<file path="src/rtl/char_display_sequencer.sv">
`default_nettype none
// ============================================================================
// Module   : char_display_sequencer
// Purpose  : 640x480 text-mode raster scanner; fetches character codes from a
//            text buffer, drives an 8x16 glyph ROM, and emits aligned VGA pins.
// Revision : 1.0 - initial release
// ============================================================================
module char_display_sequencer #(
    parameter int SCREEN_COLS       = 80,
    parameter int SCREEN_ROWS       = 30,
    parameter int CHAR_HORZ_PX_SIZE = 8,
    parameter int CHAR_VERT_PX_SIZE = 16,
    parameter int H_ACTIVE          = 640,
    parameter int H_FRONT           = 16,
    parameter int H_SYNC            = 96,
    parameter int H_BACK            = 48,
    parameter int V_ACTIVE          = 480,
    parameter int V_FRONT           = 10,
    parameter int V_SYNC            = 2,
    parameter int V_BACK            = 33,
    parameter int ADDR_W            = $clog2(SCREEN_COLS*SCREEN_ROWS)
) (
    input  logic                                 clk,
    input  logic                                 rst,
    input  logic                                 pix_en,
    output logic [ADDR_W-1:0]                    buf_addr,
    input  logic [7:0]                           buf_data,
    output logic [7:0]                           rom_char_code,
    output logic [$clog2(CHAR_HORZ_PX_SIZE)-1:0] rom_char_hpos,
    output logic [$clog2(CHAR_VERT_PX_SIZE)-1:0] rom_char_vpos,
    input  logic                                 rom_char_pixel,
    output logic                                 pix_out,
    output logic                                 de_out,
    output logic                                 hsync_n,
    output logic                                 vsync_n,
    output logic                                 frame_start
);

    localparam int c_h_total = H_ACTIVE + H_FRONT + H_SYNC + H_BACK;
    localparam int c_v_total = V_ACTIVE + V_FRONT + V_SYNC + V_BACK;
    localparam int c_h_w     = $clog2(c_h_total);
    localparam int c_v_w     = $clog2(c_v_total);
    localparam int c_hp_w    = $clog2(CHAR_HORZ_PX_SIZE);
    localparam int c_vp_w    = $clog2(CHAR_VERT_PX_SIZE);

    localparam logic [c_h_w-1:0] c_h_last     = c_h_w'(c_h_total - 1);
    localparam logic [c_v_w-1:0] c_v_last     = c_v_w'(c_v_total - 1);
    localparam logic [c_h_w-1:0] c_h_active   = c_h_w'(H_ACTIVE);
    localparam logic [c_v_w-1:0] c_v_active   = c_v_w'(V_ACTIVE);
    localparam logic [c_h_w-1:0] c_hs_start   = c_h_w'(H_ACTIVE + H_FRONT);
    localparam logic [c_h_w-1:0] c_hs_end     = c_h_w'(H_ACTIVE + H_FRONT + H_SYNC);
    localparam logic [c_v_w-1:0] c_vs_start   = c_v_w'(V_ACTIVE + V_FRONT);
    localparam logic [c_v_w-1:0] c_vs_end     = c_v_w'(V_ACTIVE + V_FRONT + V_SYNC);
    localparam logic [c_h_w-1:0] c_cols       = c_h_w'(SCREEN_COLS);
    localparam logic [c_v_w-1:0] c_rows       = c_v_w'(SCREEN_ROWS);

    // Stage 0: raster counters
    logic [c_h_w-1:0] r_h_cnt;
    logic [c_v_w-1:0] r_v_cnt;

    logic [c_h_w-1:0]  w_col;
    logic [c_v_w-1:0]  w_row;
    logic              w_active;
    logic              w_hs;
    logic              w_vs;
    logic              w_in_text;
    logic              w_first;
    logic [ADDR_W-1:0] w_addr;

    always_comb begin
        w_col     = r_h_cnt >> c_hp_w;
        w_row     = r_v_cnt >> c_vp_w;
        w_active  = (r_h_cnt < c_h_active) && (r_v_cnt < c_v_active);
        w_hs      = (r_h_cnt >= c_hs_start) && (r_h_cnt < c_hs_end);
        w_vs      = (r_v_cnt >= c_vs_start) && (r_v_cnt < c_vs_end);
        w_in_text = w_active && (w_col < c_cols) && (w_row < c_rows);
        w_first   = (r_h_cnt == '0) && (r_v_cnt == '0);
        // Row/col are below the screen limits whenever the address is used,
        // so narrowing them to ADDR_W loses nothing.
        w_addr    = ADDR_W'(w_row) * ADDR_W'(SCREEN_COLS) + ADDR_W'(w_col);
    end

    always_ff @(posedge clk) begin
        if (rst) begin
            r_h_cnt <= '0;
            r_v_cnt <= '0;
        end else if (pix_en) begin
            if (r_h_cnt == c_h_last) begin
                r_h_cnt <= '0;
                r_v_cnt <= (r_v_cnt == c_v_last) ? '0 : r_v_cnt + c_v_w'(1);
            end else begin
                r_h_cnt <= r_h_cnt + c_h_w'(1);
            end
        end
    end

    // Stages 1..3: buffer address, ROM inputs, registered pins
    logic [c_hp_w-1:0] r_s1_hpos;
    logic [c_vp_w-1:0] r_s1_vpos;
    logic              r_s1_in_text, r_s1_active, r_s1_hs, r_s1_vs, r_s1_first;
    logic              r_s2_in_text, r_s2_active, r_s2_hs, r_s2_vs, r_s2_first;

    always_ff @(posedge clk) begin
        if (rst) begin
            buf_addr      <= '0;
            r_s1_hpos     <= '0;
            r_s1_vpos     <= '0;
            r_s1_in_text  <= 1'b0;
            r_s1_active   <= 1'b0;
            r_s1_hs       <= 1'b0;
            r_s1_vs       <= 1'b0;
            r_s1_first    <= 1'b0;
            rom_char_code <= 8'h00;
            rom_char_hpos <= '0;
            rom_char_vpos <= '0;
            r_s2_in_text  <= 1'b0;
            r_s2_active   <= 1'b0;
            r_s2_hs       <= 1'b0;
            r_s2_vs       <= 1'b0;
            r_s2_first    <= 1'b0;
            pix_out       <= 1'b0;
            de_out        <= 1'b0;
            hsync_n       <= 1'b1;
            vsync_n       <= 1'b1;
            frame_start   <= 1'b0;
        end else begin
            // Single-clock pulse even when strobes are spaced apart
            frame_start <= pix_en & r_s2_first;
            if (pix_en) begin
                if (w_in_text) begin
                    buf_addr <= w_addr;
                end
                r_s1_hpos     <= r_h_cnt[c_hp_w-1:0];
                r_s1_vpos     <= r_v_cnt[c_vp_w-1:0];
                r_s1_in_text  <= w_in_text;
                r_s1_active   <= w_active;
                r_s1_hs       <= w_hs;
                r_s1_vs       <= w_vs;
                r_s1_first    <= w_first;

                rom_char_code <= r_s1_in_text ? buf_data : 8'h00;
                rom_char_hpos <= r_s1_hpos;
                rom_char_vpos <= r_s1_vpos;
                r_s2_in_text  <= r_s1_in_text;
                r_s2_active   <= r_s1_active;
                r_s2_hs       <= r_s1_hs;
                r_s2_vs       <= r_s1_vs;
                r_s2_first    <= r_s1_first;

                pix_out       <= rom_char_pixel & r_s2_in_text;
                de_out        <= r_s2_active;
                hsync_n       <= ~r_s2_hs;
                vsync_n       <= ~r_s2_vs;
            end
        end
    end

endmodule
`default_nettype wire

</file>
<file path="config.mk">
export PLATFORM = sky130hd
export DESIGN_NAME = char_display_sequencer
export DESIGN_NICKNAME = d
export VERILOG_FILES = /design/src/rtl/char_display_sequencer.sv
export SDC_FILE = /design/constraint.sdc
export NUM_CORES = 1
export LEC_CHECK = 0
export CAP_MARGIN = 30
export CORE_ASPECT_RATIO = 1.4
export CORE_MARGIN = 1.5
export CORE_UTILIZATION = 26
export DETAILED_ROUTE_END_ITERATION = 10
export GPL_TIMING_DRIVEN = 0
export PLACE_DENSITY_LB_ADDON = 0.2
export SYNTH_ARGS = -nofsm -noshare
export SYNTH_HDL_FRONTEND = slang
export SYNTH_SLANG_ARGS = --single-unit
</file>
<file path="constraint.sdc">
create_clock -name clk -period 2.4 [get_ports clk]
set_clock_uncertainty 0.2 [all_clocks]
set_input_delay 0.36 -clock clk [delete_from_list [all_inputs] [get_ports clk]]
set_output_delay 0.36 -clock clk [all_outputs]
set_load 0.01 [all_outputs]
</file>
==> run metrics <==
DP Worst Slack -160 ps; R2R depth 8; Crit Reg-Reg Endpoint buf_addr[9]; post-route clock period utilization 96.5%; detailed-route DRC error count 0; post-synth cell types 37; CTS tree yes; Peak VDD IR 0.000324 V; unrepaired setup endpoints after global routing false; Starting Density 26.8%; Leak Pwr 1.54 nW; worst min path class reg2reg; CP max stage cell fa_2; Sink Count 69; CTS buffer count 9; Crit Path Max Fanout 3; Slew Limit Fails 0; GR peak layer met2; die height 131 um; final setup fails 0; GRT Overall Usage 13.2%; clk buf depth 2; ant diodes 0; Reg2Reg Setup Slack 80 ps; area grow syn2layout 33.8%; First-pass DRT Iterations 4; Required @ worst endpoint 2460 ps; crit path time final 2320 ps; die footprint 12,400 um2; GRT overflow 0; Top delay family on crit path adder cells; Die W 94.7 um; first-pass GRT wire length 12.5 mm; Detailed Route WL 7.61 mm; M1 GR Usage 15.5%; slew margin rel. 57.3%; worst r2r src r_v_cnt[5]; GR Util met3 3.36%; Final nets 420; #FFs+latches synth 69; most frequent cells in the layout dfxtp_1, nor2_1, clkdlybuf4s50_1; setup slack after layout 83.2 ps; end of the worst hold path buf_addr[5]; Vias/cell 4.64; top cell type's share of synthesized area 45.2%; Post-Route Utilization 35.9%; WS Path Type reg2reg; post-synthesis sequential area ratio 45.2%; HPWL after DPL 5.32 mm; YS warnings 0; type of origin of the critical path flip-flop; mapped cell area 3060 um2; largest net degree at the start of global routing 11; I/O Buffers 42; FP Rows 46; commonest non-fill, non-tap cell in the layout dfxtp_1; critical path arrival 2380 ps; Syn Nets 362; CP most frequent cell ha_4; WL per Instance 14.1 um; Power per Cell Area 612 nW/um2; crit-path max cell delay 470 ps; number of global-route vias before repair 2,487; Final ANT Viol Nets 0; Skew-Pair Late Insertion Delay 330 ps; Post-Syn Area per Cell 9.18 um2; Max Cap Viol 0; crit path launch r_v_cnt[5]; initial drt markers 108; H-tree depth 3; WHS Path Cells 2; Fin. Hold Viols 0; final non-filler cell total 539; top post-synthesis cells by area dfxtp_1, mux2i_1, nor2_1, ha_1, nand2_1; worst path bufs/invs 0; vias 2,503; Post-Synthesis Cells 333; Max Freq 432 MHz; worst-path cell chain ha_4 -> ha_4 -> fa_2 -> and3_4 -> a32oi_4 -> xor2_1 -> nand2_1 -> a21oi_2; share of cells above drive strength 1 11.9%; worst-margin pin slew 641 ps; post-synth top area cell dfxtp_1; Hold Crit Start buf_addr[5]; Final Wtd Congestion 0.783; critical path endpoint category flip-flop; Core ar. 11,400 um2; clk root buf clkbuf_16; Placed Cells 519; met2 Resource Use GR 21.6%; Reg clk slew, reported paths 50 ps; status finished clean; I/O pin count 44; initial antenna violation count 0
kinds of logic after synthesis:
family          Yosys count  synth area share [%]
xor+xnor                 24                  6.87
flops                    69                  45.2
mux                      20                  6.55
buf+inv                  25                  3.35
compound gates           46                  9.41
simple gates            132                  21.2
fa+ha+maj                17                  7.45
cell usage after synthesis, drive strengths merged:
master and n:
xor2 13, nor2 51, a21o 2, clkbuf 6, nand3b 1, a211oi 3
nor3b 1, nor2b 1, a21oi 24, or4 1, nor4 3, and3b 1
fa 2, o31ai 1, ha 15, mux2i 20, buf 11, a32oi 1
dfxtp 69, a22oi 8, o21ai 5, xnor2 11, nand4b 3, or3 1
nand3 5, inv 8, nor3 11, and3 8, nand2 34, nand4 7
nor4b 1, and2 3, o211ai 2
metrics by stage:
| step | area, um2 | power, W | hold WS, ps | TNS (ps) |
|---|---|---|---|---|
| floorplan | 3060 | 0.00128 | 241 | 0 |
| global placement | 3660 | 0.00135 | 247 | -399 |
| detailed placement | 3660 | 0.00135 | 252 | -412 |
| CTS | 4030 | 0.00254 | 259 | -1.92 |
| global route | 4090 | 0.00260 | 271 | 0 |
| finish | 4090 | 0.00250 | 258 | 0 |
state kept, by name, indices dropped and copies added, names as in the netlist, 3 cells and up:
signal and flops:
r_s1_vpos 4, buf_addr 12, r_v_cnt 10, rom_char_vpos 4, r_h_cnt 10, rom_char_hpos 3
rom_char_code 8, r_s1_hpos 3
routing by layer:
metal	vias to the layer above	routed length, um
li1	1261	-
met1	1197	3390
met2	35	3880
met3	10	180
met4	0	150
met5	-	0
area by class of cell:
type / instances / area, um2
Fill cell: 1207 / 7300
Multi-Input combinational cell: 239 / 1690
Sequential cell: 69 / 1400
Timing Repair Buffer: 47 / 458
Clock buffer: 14 / 254
Tap cell: 144 / 180
Buffer: 17 / 72.6
Inverter: 8 / 30.0
Clock inverter: 1 / 7.51
power breakdown:
group | switching (W) | internal, W | total (W)
Combinational | 0.0000794 | 0.0000631 | 0.000142
Clock | 0.000464 | 0.000723 | 0.00119
Sequential | 0.0000133 | 0.00116 | 0.00118
worst min-delay path, stage by stage (launching register included):
cell	delay, ps
dfxtp_1	310
nand2_1	50
a21oi_1	50
how the worst max path moves through the flow:
stage,to,slack (ps),depth (start not counted)
6_report,buf_addr[9],80,8
3_3_place_gp,buf_addr[9],-180,8
2_1_floorplan,buf_addr[11],30,8
3_5_place_dp,buf_addr[11],-160,8
5_1_grt,buf_addr[11],5,8
4_1_cts,buf_addr[11],-2,8
repair_timing:
action                     CTS  global route
hold buffers                 0             0
resized for setup           16            10
setup endpoints to repair    3             4
pin swaps                    8             6
buffers inserted             4             1
Power figures use the tool's default switching activity.
